<file path="config.mk">
export PLATFORM = sky130hd
export DESIGN_NAME = match_window_counter_flat
export DESIGN_NICKNAME = d
export VERILOG_FILES = /design/src/rtl/match_window_counter_if.sv /design/src/rtl/match_window_counter.sv /design/src/flat_wrapper.sv
export SDC_FILE = /design/constraint.sdc
export NUM_CORES = 1
export LEC_CHECK = 0
export CORE_MARGIN = 1
export CORE_UTILIZATION = 53
export DETAILED_ROUTE_END_ITERATION = 7
export GPL_ROUTABILITY_DRIVEN = 0
export PLACE_DENSITY = 0.78
export SKIP_LAST_GASP = 1
export SLEW_MARGIN = 20
export SYNTH_ARGS = -nofsm -noshare
export SYNTH_HDL_FRONTEND = slang
export SYNTH_SLANG_ARGS = --single-unit
export TNS_END_PERCENT = 10
</file>
<file path="constraint.sdc">
create_clock -name clk -period 1.6 [get_ports clk]
set_input_delay 0.32 -clock clk [delete_from_list [all_inputs] [get_ports clk]]
set_output_delay 0.32 -clock clk [all_outputs]
set_load 0.02 [all_outputs]
</file>
<file path="src/rtl/match_window_counter_if.sv">
// Result handoff channel for match_window_counter.
// Producer drives cnt_out/cnt_valid, consumer drives cnt_ready.
interface match_window_counter_if #(
  parameter int CNT_W = 8
);
  logic [CNT_W-1:0] cnt_out;
  logic             cnt_valid;
  logic             cnt_ready;

  modport master (
    output cnt_out,
    output cnt_valid,
    input  cnt_ready
  );

  modport slave (
    input  cnt_out,
    input  cnt_valid,
    output cnt_ready
  );
endinterface

</file>
<file path="src/rtl/match_window_counter.sv">
// Counts detector match pulses over fixed windows of WINDOW cycles
// and hands each count downstream over a valid/ready channel.
module match_window_counter #(
  parameter int WINDOW = 16,
  parameter int CNT_W  = 8
) (
  input  logic clk,
  input  logic reset,
  input  logic en,
  input  logic z_in,
  match_window_counter_if.master out_if,
  output logic overrun,
  output logic win_busy
);

  localparam int CYC_W = $clog2(WINDOW);
  localparam logic [CYC_W-1:0] LAST = CYC_W'(WINDOW - 1);
  localparam logic [CNT_W-1:0] MAX = '1;

  typedef enum logic {
    IDLE,
    COUNT
  } state_t;

  state_t state, state_nxt;
  logic [CYC_W-1:0] cyc, cyc_nxt;
  logic [CNT_W-1:0] acc, acc_nxt, res;
  logic win_end, xfer;

  always_comb begin
    res = (acc == MAX) ? acc
                       : acc + CNT_W'(z_in);
    win_end = (state == COUNT) &&
              (cyc == LAST);
    xfer = out_if.cnt_valid &
           out_if.cnt_ready;
    state_nxt = state;
    cyc_nxt = cyc;
    acc_nxt = acc;
    unique case (state)
      IDLE: begin
        if (en) begin
          state_nxt = COUNT;
          cyc_nxt = '0;
          acc_nxt = '0;
        end
      end
      COUNT: begin
        // No gap cycle: a new window restarts straight from the last one
        if (win_end) begin
          state_nxt = en ? COUNT : IDLE;
          cyc_nxt = '0;
          acc_nxt = '0;
        end else begin
          cyc_nxt = cyc + CYC_W'(1);
          acc_nxt = res;
        end
      end
    endcase
  end

  always_ff @(posedge clk or posedge reset) begin
    if (reset) begin
      state <= IDLE;
      cyc <= '0;
      acc <= '0;
    end else begin
      state <= state_nxt;
      cyc <= cyc_nxt;
      acc <= acc_nxt;
    end
  end

  always_ff @(posedge clk or posedge reset) begin
    if (reset) begin
      out_if.cnt_out <= '0;
      out_if.cnt_valid <= 1'b0;
      overrun <= 1'b0;
    end else if (win_end) begin
      // Slot is free if empty or being drained this same cycle
      if (!out_if.cnt_valid || xfer) begin
        out_if.cnt_out <= res;
        out_if.cnt_valid <= 1'b1;
      end else begin
        overrun <= 1'b1;
      end
    end else if (xfer) begin
      out_if.cnt_valid <= 1'b0;
    end
  end

  assign win_busy = (state == COUNT);

endmodule

</file>
<file path="src/flat_wrapper.sv">
// flat-port wrapper written by rule: the top's interface ports become plain ports
module match_window_counter_flat 
#(
  parameter int WINDOW = 16,
  parameter int CNT_W  = 8
)
  (clk, reset, en, z_in, overrun, win_busy, out_if_cnt_out, out_if_cnt_valid, out_if_cnt_ready);
  match_window_counter_if #(.CNT_W(CNT_W)) out_if_i ();
  input  logic clk;
  input  logic reset;
  input  logic en;
  input  logic z_in;
  output logic overrun;
  output logic win_busy;
  output wire logic [$bits(out_if_i.cnt_out)-1:0] out_if_cnt_out;
  output wire logic [$bits(out_if_i.cnt_valid)-1:0] out_if_cnt_valid;
  input wire logic [$bits(out_if_i.cnt_ready)-1:0] out_if_cnt_ready;
  assign out_if_cnt_out = out_if_i.cnt_out;
  assign out_if_cnt_valid = out_if_i.cnt_valid;
  assign out_if_i.cnt_ready = out_if_cnt_ready;
  match_window_counter #(.WINDOW(WINDOW), .CNT_W(CNT_W)) u_core (.clk(clk), .reset(reset), .en(en), .z_in(z_in), .out_if(out_if_i), .overrun(overrun), .win_busy(win_busy));
endmodule
</file>
==> results of run 1 <==
==> kinds of logic (layout without fill, tap and decap cells) <==
| family | Yosys count | in the layout |
|---|---|---|
| AO/OA/AOI/OAI | 32 | 32 |
| XOR/XNOR | 2 | 2 |
| adder cells (fa/ha/maj) | 3 | 3 |
| buffers and inverters | 10 | 36 |
| flip-flops | 23 | 23 |
| AND/OR/NAND/NOR | 54 | 54 |
==> per-stage QoR <==
stage / instance area [µm²] / cells / power, W / utilization / setup WS [ns]
3_3_place_gp: 1400 / 173 / 0.00212 / 0.698 / -0.200
3_5_place_dp: 1400 / 173 / 0.00216 / 0.698 / -0.267
6_report: 1430 / 177 / 0.00240 / 0.713 / -0.0184
4_1_cts: 1420 / 177 / 0.00242 / 0.711 / -0.0194
5_1_grt: 1430 / 177 / 0.00260 / 0.713 / -0.0679
2_1_floorplan: 1160 / 124 / 0.00172 / - / 0.152
==> state kept, by name, summed over array words and instances, names as in the netlist <==
| register | count |
|---|---|
| u_core.acc | 8 |
| u_core.cyc | 4 |
| u_core.out_if.cnt_valid | 1 |
| u_core.win_busy | 1 |
| u_core.overrun | 1 |
| u_core.out_if.cnt_out | 8 |
==> power by group <==
part           internal (W)  switching [W]
sequential         0.000820       0.000203
combinational      0.000531       0.000581
clock             0.0000935       0.000173
==> what timing repair did <==
item	in CTS	in global routing
gates resized for setup	1	2
buffers inserted	0	0
setup endpoints to repair	10	14
pin swaps	0	0
gates cloned	0	0
==> routing by layer <==
metal,track usage,vias up,part of all wire
li1,-,482,-
met1,0.293,456,0.47
met2,0.359,20,0.49
met3,0.0280,5,0.030
met4,0.0735,0,0.016
met5,0,-,0
==> cell usage after synthesis (all sizes together) <==
cell type  number  share of area
nand2          11          0.036
o21a            3          0.019
nor3            6          0.030
nand2b          4          0.022
dfrtp          23           0.50
o22ai           2          0.011
inv             4          0.013
nor2           23          0.081
nand4           3          0.027
o21bai          1         0.0065
xor2            2          0.015
a21oi          10          0.050
nor2b           1         0.0054
a31oi           3          0.016
o21ai           9          0.039
buf             5          0.037
or2             1         0.0054
o2bb2ai         4          0.030
ha              3          0.032
clkbuf          1         0.0043
nand3           4          0.022
and2            1         0.0054
==> final timing paths <==
kind / startpoint / end / slack [ns] / depth (start not counted)
min: reset / u_core.out_if.cnt_out[6]$_DFFE_PP0P_ / 0.34 / 3
min in group clk: u_core.overrun$_DFFE_PP0P_ / u_core.overrun$_DFFE_PP0P_ / 0.50 / 1
min reg2reg: u_core.overrun$_DFFE_PP0P_ / u_core.overrun$_DFFE_PP0P_ / 0.50 / 1
max: u_core.out_if.cnt_out[7]$_DFFE_PP0P_ / out_if_cnt_out[7] / -0.02 / 1
max reg2reg: u_core.acc[0]$_DFFE_PP0P_ / u_core.acc[6]$_DFFE_PP0P_ / 0.07 / 7
max in group asynchronous: reset / u_core.win_busy$_DFF_PP0_ / 1.03 / 3
==> final cells by class <==
class | instances | area, µm²
inverter | 4 | 15.0
multi-input combinational | 91 | 527
clock inverter | 1 | 5.00
tap | 27 | 33.8
timing repair buffer | 28 | 249
fill | 158 | 574
clock buffer | 3 | 22.5
sequential | 23 | 576
==> results by group, run 1 <==
Detailed routing
  – 1st-pass router iterations: 6
  – Via/cell ratio: 5.44
  – Iter 0 DRT Violations: 16
  – Drt drc: 0
  – WL final: 2.28 mm
  – Post-route ant nets: 0
  – Wire per inst: 12.9 µm
  – Via count: 963

Die
  – Core Footprint: 2000 µm²
  – Row count: 16
  – Die area: 2380 µm²
  – I/O pins: 16
  – Chip width: 48.8 µm
  – DIE HEIGHT: 48.8 µm
  – Starting Density: 0.581

Final layout
  – Antenna cells: 0
  – Ratio of cells with drive above 1 in the final layout: 0.187
  – Nets: 159
  – Area Overhead vs Synth: 22.8%
  – Commonest non-fill, non-tap cell in the layout: dfrtp_1
  – Most frequent cells in the layout: dfrtp_1, nor2_1, clkdlybuf4s50_1, buf_4, nand2_1

CTS
  – Max clock buf depth: 2
  – Root Buffer: clkbuf_4
  – Clock Sinks: 23
  – CTS tree: built
  – Worst skew pair latency: 0.32 ns
  – CTS Buf Count: 3
  – H-tree levels: 1
  – CTS clk-pin slew, worst paths: 0.13 ns
  – Number of hold buffers added after cts: 0

Synth
  – Largest family of logic cells by synthesized area: simple AND/OR/NAND/NOR gates
  – Post-Synth XOR/XNOR Area: 0.0151
  – Distinct cell type count after synthesis: 30
  – Yosys reg bits: 23
  – Simple-gate share of the synthesized area: 0.233
  – Synth warn: 0
  – Post-synthesis average cell area: 9.37 µm²
  – Post-Syn Nets: 132
  – Post-Synth Adder-Cell Area: 0.0323
  – Mapped cell area: 1160 µm²
  – Mux cell area share after synthesis: 0
  – Compound-Gate Fraction of Synth Area: 0.171
  – Gate Count Post-Synth: 124
  – Seq/Total Area, Yosys: 0.495

Timing
  – RSZ-0062 raised after global routing: true
  – Fin Setup TNS: -0.0707 ns
  – Final period utilization: 1.01
  – Fmax: 0.618 GHz
  – # setup viols final: 6
  – Worst Max-Slew Pin Slew: 0.345 ns
  – Final hold slack: 0.337 ns
  – Fin. Hold Viols: 0
  – Fin. max-slew vios: 0
  – Slew headroom: 0.770
  – Worst clock skew: 0.0131 ns
  – Final Critical Period: 1.62 ns
  – Final worst slack: -0.0184 ns

Global routing
  – GRT overflow: 0
  – Pin count of the biggest net entering global routing: 24
  – Number of global-route vias before repair: 892
  – Global Route Usage Sum: 0.216
  – Initial antenna violation count: 0
  – First-pass GRT wire length: 3.99 mm

Setup path
  – Crit path capture type: output port
  – Slowest CP cell: clkdlybuf4s50_1
  – Critical path arrival: 1.30 ns
  – Slowest stage delay, CP: 0.61 ns
  – Critical Path RT: 1.28 ns
  – Critical Path, Cell by Cell: clkdlybuf4s50_1
  – Bufs and invs on worst path: 1
  – Family with the most delay on the worst path: buffers and inverters
  – Crit-path max FO: 2
  – Kind of critical path: flop to output port
  – CP startpoint kind: flop

Status
  – Failing checks: negative setup slack
  – Status: finished, violations left

Power
  – P_leak: 0.620 nW
  – VDD IR max: 0.00130 V
  – Pwr dens: 1680 nW/µm²

Flow run
  – Max Cap Viol: 0

Placed design
  – DPL Wire Length: 1.64 mm
  – Port bufs: 15

Min path
  – HP Class: primary input to asynchronous set/reset pin
Note: power is estimated with default switching activity, not from simulation.
==> run 2: changes to the inputs <==
--- a/config.mk
+++ b/config.mk
@@ -9,6 +9,7 @@
 export CORE_UTILIZATION = 53
 export DETAILED_ROUTE_END_ITERATION = 7
 export GPL_ROUTABILITY_DRIVEN = 0
+export GPL_TIMING_DRIVEN = 0
 export PLACE_DENSITY = 0.78
 export SKIP_LAST_GASP = 1
 export SLEW_MARGIN = 20
==> run 2 against run 1 <==
Effect of this change: the run still ends with negative setup slack left; sequential share of layout area rose by 0.65 points; setup slack worse by 0.0016 ns; non-clock buffer count shrank 7; via count shrank 1.3%; hold slack better by 0.12 ns; largest cell class unchanged; global-route usage is 1.1 points higher.
==> results by group, run 2 (synthesis gave the netlist of run 1 again) <==
Placed design
  – Dpl ws: -0.423 ns (-0.157 ns)
  – Port bufs: 15 (unchanged)
  – DPL Wire Length: 1.61 mm (-2.1%)
  – Placed inst area: 1350 µm² (-3.6%)

Setup path
  – Crit path capture type: output port
  – FF-to-FF Start: u_core.cyc[0]$_DFFE_PP0P_
  – Critical path arrival: 1.30 ns (about the same)
  – Flop2flop setup slack: 0.11 ns (+0.04 ns)
  – Bufs and invs on worst path: 1 (unchanged)
  – Critical Path RT: 1.28 ns (about the same)
  – CP startpoint kind: flop
  – Critical Path, Cell by Cell: clkdlybuf4s50_1
  – FF-to-FF path depth: 7 (unchanged)
  – Slowest stage delay, CP: 0.61 ns (about the same)
  – Reg2reg end: u_core.out_if.cnt_out[1]$_DFFE_PP0P_
  – Slowest CP cell: clkdlybuf4s50_1
  – Crit-path max FO: 2 (unchanged)
  – Kind of critical path: flop to output port
  – Family with the most delay on the worst path: buffers and inverters

Global routing
  – Global Route Usage Sum: 0.227 (+0.0106)
  – Number of global-route vias before repair: 946 (+6.1%)
  – Initial antenna violation count: 0 (unchanged)
  – GRT overflow: 0 (unchanged)
  – First-pass GRT wire length: 4.12 mm (+3.3%)
  – Pin count of the biggest net entering global routing: 24 (unchanged)

Timing
  – Final Critical Period: 1.62 ns (+0.00155 ns)
  – RSZ-0062 raised after global routing: true
  – Final worst slack: -0.0200 ns (-0.00155 ns)
  – Worst clock skew: 0.00661 ns (-0.00647 ns)
  – Final period utilization: 1.01 (about the same)
  – Slew headroom: 0.426 (-0.343)
  – # setup viols final: 7 (+1)
  – Fmax: 0.617 GHz (about the same)
  – Fin. Hold Viols: 0 (unchanged)
  – Fin. max-slew vios: 0 (unchanged)
  – Worst Max-Slew Pin Slew: 0.860 ns (+0.515 ns)

Power
  – Pwr dens: 1720 nW/µm² (+2.2%)
  – P_leak: 0.594 nW (-4.3%)
  – VDD IR max: 0.00106 V (-18%)

Detailed routing
  – 1st-pass router iterations: 4 (-2)
  – WL final: 2.28 mm (about the same)
  – Post-route ant nets: 0 (unchanged)
  – Via count: 950 (-1.3%)
  – Iter 0 DRT Violations: 21 (+5)
  – Drt drc: 0 (unchanged)
  – Wire per inst: 13.4 µm (+4.2%)
  – Via/cell ratio: 5.59 (+2.7%)

CTS
  – CTS tree: built
  – Root Buffer: clkbuf_4
  – Clock Sinks: 23 (unchanged)
  – Number of hold buffers added after cts: 0 (unchanged)
  – Max clock buf depth: 2 (unchanged)
  – Worst skew pair latency: 0.32 ns (about the same)
  – CTS clk-pin slew, worst paths: 0.13 ns (about the same)
  – CTS Buf Count: 3 (unchanged)
  – Cts repair resizes: 3 (+2)
  – H-tree levels: 1 (unchanged)
  – Post-CTS setup buffer count: 0 (unchanged)

Die
  – Row count: 16 (unchanged)
  – Chip width: 48.8 µm (unchanged)
  – Starting Density: 0.581 (unchanged)
  – Core Footprint: 2000 µm² (unchanged)
  – I/O pins: 16 (unchanged)
  – DIE HEIGHT: 48.8 µm (unchanged)
  – Die area: 2380 µm² (unchanged)

Final layout
  – Top flop regs: u_core.acc: 8 flops, u_core.out_if.cnt_out: 8 flops, u_core.cyc: 4 flops
  – Post-route cell area: 1410 µm² (-1.6%)
  – Nets: 152 (-4.4%)
  – Antenna cells: 0 (unchanged)
  – Area Overhead vs Synth: 20.9%
  – Commonest non-fill, non-tap cell in the layout: dfrtp_1
  – Ratio of cells with drive above 1 in the final layout: 0.175 (-0.0118)
  – Most frequent cells in the layout: dfrtp_1, nor2_1, clkdlybuf4s50_1

Flow run
  – Max Cap Viol: 0 (unchanged)

Min path
  – HP Class: primary input to asynchronous set/reset pin

Status
  – Failing checks: negative setup slack
  – Status: finished, violations left
## run 2: changes by cell type in the layout (fill, tap and decap cells not counted), sizes merged
cell,before,now
buf,13,5
clkbuf,3,4
## run 2: where the power goes
| group | leakage (nW) | total [W] | switching (W) | internal [W] |
|---|---|---|---|---|
| sequential | 0.281 | 0.00101 | 0.000191 | 0.000820 |
| combinational | 0.295 | 0.00113 | 0.000606 | 0.000523 |
| clock | 0.0177 | 0.000277 | 0.000184 | 0.0000937 |
## run 2: area by class of cell
class | count | area (µm²)
Buffer | 6 | 47.5
Sequential cell | 23 | 576
Multi-Input combinational cell | 91 | 554
Fill cell | 165 | 597
Timing Repair Buffer | 15 | 151
Clock buffer | 3 | 22.5
Clock inverter | 1 | 5.00
Inverter | 4 | 15.0
Tap cell | 27 | 33.8
## run 2: through the flow
step           power (W)  hold slack, ns  instances  setup TNS, ns  utilization
6_report         0.00242           0.456        170        -0.0635        0.702
5_1_grt          0.00262           0.522        170         -0.505        0.702
2_1_floorplan    0.00172           0.322        124              0            -
3_5_place_dp     0.00213           0.465        166          -1.81        0.673
3_3_place_gp     0.00209           0.460        166          -1.57        0.673
4_1_cts          0.00240           0.486        170         -0.138        0.689
## run 2: how the worst max path moves through the flow
stage,depth (start not counted),to,startpoint,slack [ns]
finish,1,out_if_cnt_out[0],u_core.out_if.cnt_out[0]$_DFFE_PP0P_,-0.02
global route,1,out_if_cnt_out[2],u_core.out_if.cnt_out[2]$_DFFE_PP0P_,-0.06
CTS,1,out_if_cnt_out[4],u_core.out_if.cnt_out[4]$_DFFE_PP0P_,-0.02
detailed placement,7,u_core.out_if.cnt_out[6]$_DFFE_PP0P_,z_in,-0.42
global placement,7,u_core.out_if.cnt_out[6]$_DFFE_PP0P_,z_in,-0.46
floorplan,6,u_core.out_if.cnt_out[6]$_DFFE_PP0P_,u_core.acc[0]$_DFFE_PP0P_,0.15
## run 2: layer usage
layer	GRT usage	wire (µm)	vias up
met1	0.289	1080	463
met2	0.384	1090	17
li1	-	-	465
met3	0.0280	60	5
met5	0	0	-
met4	0.103	45	0
==> run 3: changes to the inputs <==
--- a/config.mk
+++ b/config.mk
@@ -5,6 +5,7 @@
 export SDC_FILE = /design/constraint.sdc
 export NUM_CORES = 1
 export LEC_CHECK = 0
+export ABC_CLOCK_PERIOD_IN_PS = 1600
 export CORE_MARGIN = 1
 export CORE_UTILIZATION = 53
 export DETAILED_ROUTE_END_ITERATION = 7
==> results of run 3 <==
The final DEF is identical to that of run 2; final timing and power are the same.
